===== src/rtl/pll_phase_step_ctrl.sv =====
// pll_phase_step_ctrl: sequences EHXPLLL dynamic phase steps and filters/monitors PLL lock
//   clock, reset_n            25 MHz reference clock, async active-low reset
//   pll_locked                raw asynchronous PLL LOCK
//   req_*                     one request: channel sel, direction, step count (0 = no-op)
//   phase*                    PHASESEL/PHASEDIR/PHASESTEP/PHASELOADREG (strobes idle high)
//   lock_ok, lock_drops       filtered lock and saturating count of its falls
//   busy, done, err, err_sticky  sequencer status
module pll_phase_step_ctrl #(
  parameter int SETUP_CYCLES = 2,
  parameter int STEP_WIDTH   = 2,
  parameter int STEP_GAP     = 4,
  parameter int LOCK_FILTER  = 16,
  parameter int LOCK_TIMEOUT = 65535
) (
  input  logic       clock,
  input  logic       reset_n,
  input  logic       pll_locked,
  input  logic       req_valid,
  output logic       req_ready,
  input  logic [1:0] req_sel,
  input  logic       req_dir,
  input  logic [7:0] req_steps,
  output logic [1:0] phasesel,
  output logic       phasedir,
  output logic       phasestep,
  output logic       phaseloadreg,
  output logic       lock_ok,
  output logic       busy,
  output logic       done,
  output logic       err,
  output logic       err_sticky,
  output logic [7:0] lock_drops
);
  localparam int MAXC = (LOCK_TIMEOUT > SETUP_CYCLES + STEP_WIDTH + STEP_GAP) ? LOCK_TIMEOUT : SETUP_CYCLES + STEP_WIDTH + STEP_GAP;
  localparam int CW = $clog2(MAXC + 1);
  localparam int FW = $clog2(LOCK_FILTER + 1);
  typedef enum logic [2:0] {IDLE, SETUP, STEP_LO, STEP_HI, LOAD, WAIT_LOCK, DONE, ERR} state_t;
  state_t state, state_n;
  logic [1:0] sync;
  logic [FW-1:0] fcnt;
  logic [CW-1:0] cnt;
  logic [7:0] rem;
  logic accept;
  assign req_ready = (state == IDLE) && lock_ok;
  assign accept = req_valid && req_ready;
  always_ff @(posedge clock or negedge reset_n) begin
    if (!reset_n) begin
      sync       <= '0;
      fcnt       <= '0;
      lock_ok    <= 1'b0;
      lock_drops <= '0;
    end else begin
      sync <= {sync[0], pll_locked};
      if (!sync[1]) begin
        fcnt    <= '0;
        lock_ok <= 1'b0;
        if (lock_ok && lock_drops != 8'hff) lock_drops <= lock_drops + 1'b1;
      end else if (fcnt == FW'(LOCK_FILTER - 1)) lock_ok <= 1'b1;
      else fcnt <= fcnt + 1'b1;
    end
  end
  always_comb begin
    state_n = state;
    case (state)
      IDLE:      if (accept) state_n = (req_steps == 8'd0) ? DONE : SETUP;
      SETUP:     if (cnt == CW'(SETUP_CYCLES - 1)) state_n = STEP_LO;
      STEP_LO:   if (cnt == CW'(STEP_WIDTH - 1)) state_n = STEP_HI;
      STEP_HI:   if (cnt == CW'(STEP_GAP - 1)) state_n = (rem == 8'd1) ? LOAD : STEP_LO;
      LOAD:      if (cnt == CW'(STEP_WIDTH - 1)) state_n = WAIT_LOCK;
      WAIT_LOCK: state_n = lock_ok ? DONE : (cnt == CW'(LOCK_TIMEOUT - 1)) ? ERR : WAIT_LOCK;
      default:   state_n = IDLE;
    endcase
  end
  // Outputs are registered from the next state so they line up with the state they describe.
  always_ff @(posedge clock or negedge reset_n) begin
    if (!reset_n) begin
      state        <= IDLE;
      cnt          <= '0;
      rem          <= '0;
      phasesel     <= '0;
      phasedir     <= 1'b0;
      phasestep    <= 1'b1;
      phaseloadreg <= 1'b1;
      busy         <= 1'b0;
      done         <= 1'b0;
      err          <= 1'b0;
      err_sticky   <= 1'b0;
    end else begin
      state <= state_n;
      cnt   <= (state_n != state) ? '0 : cnt + 1'b1;
      if (accept) begin
        rem        <= req_steps;
        err_sticky <= 1'b0;
        if (req_steps != 8'd0) begin
          phasesel <= req_sel;
          phasedir <= req_dir;
        end
      end else if (state == STEP_HI && state_n != STEP_HI) rem <= rem - 1'b1;
      if (state_n == ERR) err_sticky <= 1'b1;
      phasestep    <= state_n != STEP_LO;
      phaseloadreg <= state_n != LOAD;
      busy         <= state_n != IDLE;
      done         <= state_n == DONE;
      err          <= state_n == ERR;
    end
  end
endmodule

===== config.mk =====
export PLATFORM = sky130hd
export DESIGN_NAME = pll_phase_step_ctrl
export DESIGN_NICKNAME = d
export VERILOG_FILES = /design/src/rtl/pll_phase_step_ctrl.sv
export SDC_FILE = /design/constraint.sdc
export NUM_CORES = 1
export LEC_CHECK = 0
export ABC_AREA = 1
export BUFFER_PORTS_ARGS = -buffer_cell sky130_fd_sc_hd__buf_2
export CAP_MARGIN = 0
export CELL_PAD_IN_SITES_DETAIL_PLACEMENT = 1
export CELL_PAD_IN_SITES_GLOBAL_PLACEMENT = 1
export CORE_ASPECT_RATIO = 0.7
export CORE_MARGIN = 5
export CORE_UTILIZATION = 47
export DETAILED_ROUTE_END_ITERATION = 12
export PLACE_DENSITY_LB_ADDON = 0.1
export SYNTH_ARGS = -nofsm -noshare
export SYNTH_HDL_FRONTEND = slang
export SYNTH_SLANG_ARGS = --single-unit

===== constraint.sdc =====
create_clock -name clock -period 4.2 [get_ports clock]
set_input_delay 0.21 -clock clock [delete_from_list [all_inputs] [get_ports clock]]
set_output_delay 0.21 -clock clock [all_outputs]
set_load 0.005 [all_outputs]

# Word-level counts from Yosys, hierarchy flattened
# Index checks and enable logic that the tools add are counted.
# word_totals
ff_bits	52
in_bits	15
output_inout_bits	19
word_cells	70
# classes
n_addsub	4
n_eq_ne	19
mux	19
bitwise	1
n_reduce_logical	12
# ops
operator	n
3-bit two-way mux	7
3-bit one-hot mux with 6 select lines	1
16-bit by 1-bit adder with 16-bit output (second input constant)	1
16-bit by 1-bit == test with 1-bit output (second input constant)	1
16-bit == test (second input constant)	1
16-bit by 2-bit == test with 1-bit output (second input constant)	1
16-bit two-way mux	1
8-bit two-way mux	2
3-bit == test (second input constant)	4
5-bit two-way mux	2
8-bit by 1-bit adder with 8-bit output (second input constant)	1
8-bit by 1-bit == test with 1-bit output (second input constant)	1
8-bit zero test	1
8-bit inequality test (second input constant)	1
8-bit nonzero test	1
8-bit by 1-bit subtractor with 8-bit output (second input constant)	1
3-bit by 2-bit == test with 1-bit output (second input constant)	2
3-bit by 2-bit inequality test with 1-bit output (second input constant)	2
5-bit by 1-bit adder with 5-bit output (second input constant)	1
5-bit by 4-bit == test with 1-bit output (second input constant)	1
1-bit logical AND	4
1-bit two-way mux	4
2-bit two-way mux	2
2-bit AND reduction	2
other kinds (9)	10

# Logic depth before layout (Yosys ltp)
# depth
word_depth	9
depth_mapped	14
mapped_depth_nobuf	13

# Worst setup path before layout
# OpenSTA, ideal clock, no wires.
# synth_timing
path_kind	flip-flop to flip-flop
startpoint	reg cnt[0]
endpoint	reg cnt[12]
setup_time_ps	124
arrival_ps	1538
t_required_ps	4076
path_slack_ps	2538
stages_incl_launch_ff	14
period_less_slack_ps	1662
cell_sequence	dfrtp_1 -> ha_1 -> nand2_1 -> nor2_2 -> nand2_2 -> nand2_2 -> nand3_2 -> inv_2 -> nand2_4 -> nand2_2 -> nand2_2 -> nand2_4 -> buf_12 -> nor2_4
# synth_rtl
element	line	rtl
from (decl)	41	logic [CW-1:0] cnt;
from (signal assigned)	90	cnt <= (state_n != state) ? '0 : cnt + 1'b1;
16-bit by 1-bit == test with 1-bit output / 16-bit by 2-bit == test with 1-bit output (equally long branches)	-	
3-bit two-way mux (on tied branches)	-	
3-bit one-hot mux with 6 select lines (*)	64	case (state)
via state_n[0]	38	state_t state, state_n;
3-bit inequality test (*)	90	
16-bit two-way mux (*)	90	
# Mark *: on every way through the listed nets, which the timed path passes. The rest lies on a longest branch.
# A chain may end at the register's enable or synchronous reset.

# Final worst setup path
# layout_timing
startpoint	reg cnt[1]
endpoint	reg cnt[1]
# The elaborated chain is that of the path after synthesis.

==> impl_metrics.tcl <==
set metrics [dict create \
    run_status "completed" \
    power.leakage_nw 1.62 \
    netlist_instances 337 \
    finalInstanceArea_um2 3290 \
    drt_first_pass_iters 4 \
    syn_avg_cell_area_um2 8.64 \
    crit_fanout 16 \
    overflow 0 \
    io_buffers 33 \
    finalCritPeriodShare_pct 46.9 \
    rsz0062_at_grt "no" \
    postRouteWirelength_mm 6.27 \
    synthTopCellsByArea "dfrtp_1, nand2_1, nor2_1" \
    drv_cap 0 \
    synth-seq-area-share_pct 44.8 \
    vias 2244 \
    grt_pass1_vias 2288 \
    grt_first_pass_wirelength_mm 10.8 \
    core_um2 6130 \
    cts_sinks 52 \
    crit_path_frequent_cell "nand2_1" \
    dp_hpwl_mm 4.85 \
    syn_nets 360 \
    grt_usage_pct 17.1 \
    final_common_cell "nand2_1" \
    synth_top_area_cell "dfrtp_1" \
    cp-startpoint "cnt[1]" \
    min_period_ps 1970 \
    io_pins 34 \
    holdWs_ps 12.5 \
    critical_path_class "flip-flop to flip-flop" \
    p_total_mw 1.51 \
    finalHoldViolations 0 \
    first_iter_violations 55 \
    worst_ep_required_time_ps 4380 \
    num_rows 24 \
    power_density_nw_per_um2 461 \
    cts_tree "built" \
    cts_root_buf "clkbuf_8" \
    fin_cells 455 \
    clkSlewWorstSetupHoldPaths_ps 90 \
    most-common-layout-cells "nand2_1, nor2_1, dfrtp_1" \
    grt_max_degree 53 \
    die_area_um2 7890 \
    fin_util_pct 53.7 \
    worstReg2RegStart "cnt[1]" \
    setup_tns_ps 0 \
    numCtsBuffers 5 \
    worstPathArrival_ps 2150 \
    nets 399 \
    ant_nets 0 \
    synth_ff_type "dfrtp_1" \
    drive_above_1_share_pct 21.2 \
    num_antenna_cells 0 \
    r2r_end "cnt[1]" \
    routedWlPerCell_um 13.8 \
    slew_viol_final 0 \
    cts_buffer_depth 2 \
    synth_area_um2 2910 \
    cts_resized 0 \
    fin_ws_ps 2230 \
    skew_ps 4.34 \
    dpl.cell_count 446 \
    synth_top_area_share_pct 43.0 \
    synth_edf_count 0 \
    slowest_delay_ps 410 \
    antenna_found_initial 0 \
    maxSlewHeadroom_pct 56.8 \
    fmax_ghz 0.508 \
    gp_congestion 0.777 \
    ys_ff_latch 52 \
    syn_to_final_growth_pct 12.9 \
    place_ws_ps 2230 \
    initial_core_util_pct 47.5 \
    crit_slowest_cell "dfrtp_1" \
    fp.dieH_um 75.8 \
    holdBufCountCts 1 \
    critPathCaptureType "flip-flop" \
    timing.reg2reg.worst_path_depth 13 \
    worstPathCellList "inv_1 -> ha_1 -> nand2_1 -> nor2_1 -> nand2_1 -> nand2_1 -> nand3_2 -> inv_2 -> nand2_4 -> nand2_2 -> nand2_2 -> nand2_4 -> nor2_1" \
    worstMarginPinSlew_ps 648 \
    route.detailed.drc 0 \
    yosys_warnings 0 \
    post_cts_buffers 0 \
    hold_path.class "input pin to async pin" \
    via_per_inst 4.93 \
    synth.distinct_cells 31 \
    async_flop_share_pct 100 \
    peakVddDrop_mv 0.243 \
    startpoint_type "flip-flop" \
    r2r_slack_ps 2230 \
    clk_latency_ps 300 \
    ctsHtreeMaxLevel 2 \
    setup_viol 0 \
    dpl-instance-area_um2 3150 \
    die_w_um 104 \
]
## how the worst max path moves through the flow
stage                     endpoint  slack [ps]  cells past startpoint
final                       cnt[1]        2230                     13
after detailed placement    cnt[1]        2230                     13
after floorplan            cnt[12]        2540                     13
after global routing        cnt[4]        2040                     13
after CTS                   cnt[1]        2200                     13
after global placement      cnt[0]        2320                     12
## where the power goes
part	leakage [nW]	internal (mW)	switching, mW	total [mW]
registers	0.690	0.571	0.0604	0.631
logic	0.866	0.154	0.355	0.509
clock network	0.0645	0.210	0.164	0.375
## synth_stat cells (2+ instances only)
| library cell | n |
|---|---|
| nand2_1 | 59 |
| nor2_1 | 56 |
| dfrtp_1 | 50 |
| inv_1 | 40 |
| nand3_1 | 18 |
| xor2_1 | 16 |
| o21ai_0 | 14 |
| nor2_4 | 12 |
| nor3_1 | 10 |
| ha_1 | 8 |
| xnor2_1 | 7 |
| nand4_1 | 6 |
| a21oi_1 | 4 |
| inv_2 | 4 |
| mux2_2 | 4 |
| nand2_2 | 4 |
| nor2_2 | 4 |
| a31oi_1 | 3 |
| buf_2 | 2 |
| dfstp_2 | 2 |
| nand2_4 | 2 |
| nor2_8 | 2 |
| o22ai_1 | 2 |
## layer usage
layer	share of wire [%]	GRT usage, %	wire length (um)	up-vias
met5	0	0	0	-
met4	1.0	5.17	63	0
met3	3.5	3.90	217	5
met2	47	29.7	2950	25
met1	48	21.9	3040	1078
li1	-	-	-	1136
## area by class of cell
type / count / area (um^2)
clock inverter: 1 / 30.0
tap: 78 / 97.6
multi-input combinational: 238 / 1410
timing repair buffer: 35 / 183
sequential: 52 / 1300
clock buffer: 7 / 96.3
inverter: 44 / 165
fill: 750 / 2840
## registers in the layout, summed over array words and instances (netlist names)
name          cells
cnt              16
lock_drops        8
rem               8
fcnt              5
state             3
phasesel          2
sync              2
busy              1
done              1
err               1
err_sticky        1
lock_ok           1
phasedir          1
phaseloadreg      1
phasestep         1
## cells by family after synthesis
group	Yosys count	share of synthesized area (%)
buffers and inverters	47	6.71
AND/OR/NAND/NOR	176	30.6
flip-flops	52	44.8
XOR/XNOR	23	6.92
AO/OA/AOI/OAI	27	5.98
adder cells (fa/ha/maj)	8	3.44
multiplexers	4	1.55
## worst max-delay path: cells and delay by family (launching register included)
kind / cells / cell delay [ps]
fa+ha+maj: 1 / 210
simple gates: 10 / 1040
flops: 1 / 410
buf+inv: 2 / 190
Power figures use the tool's default switching activity.
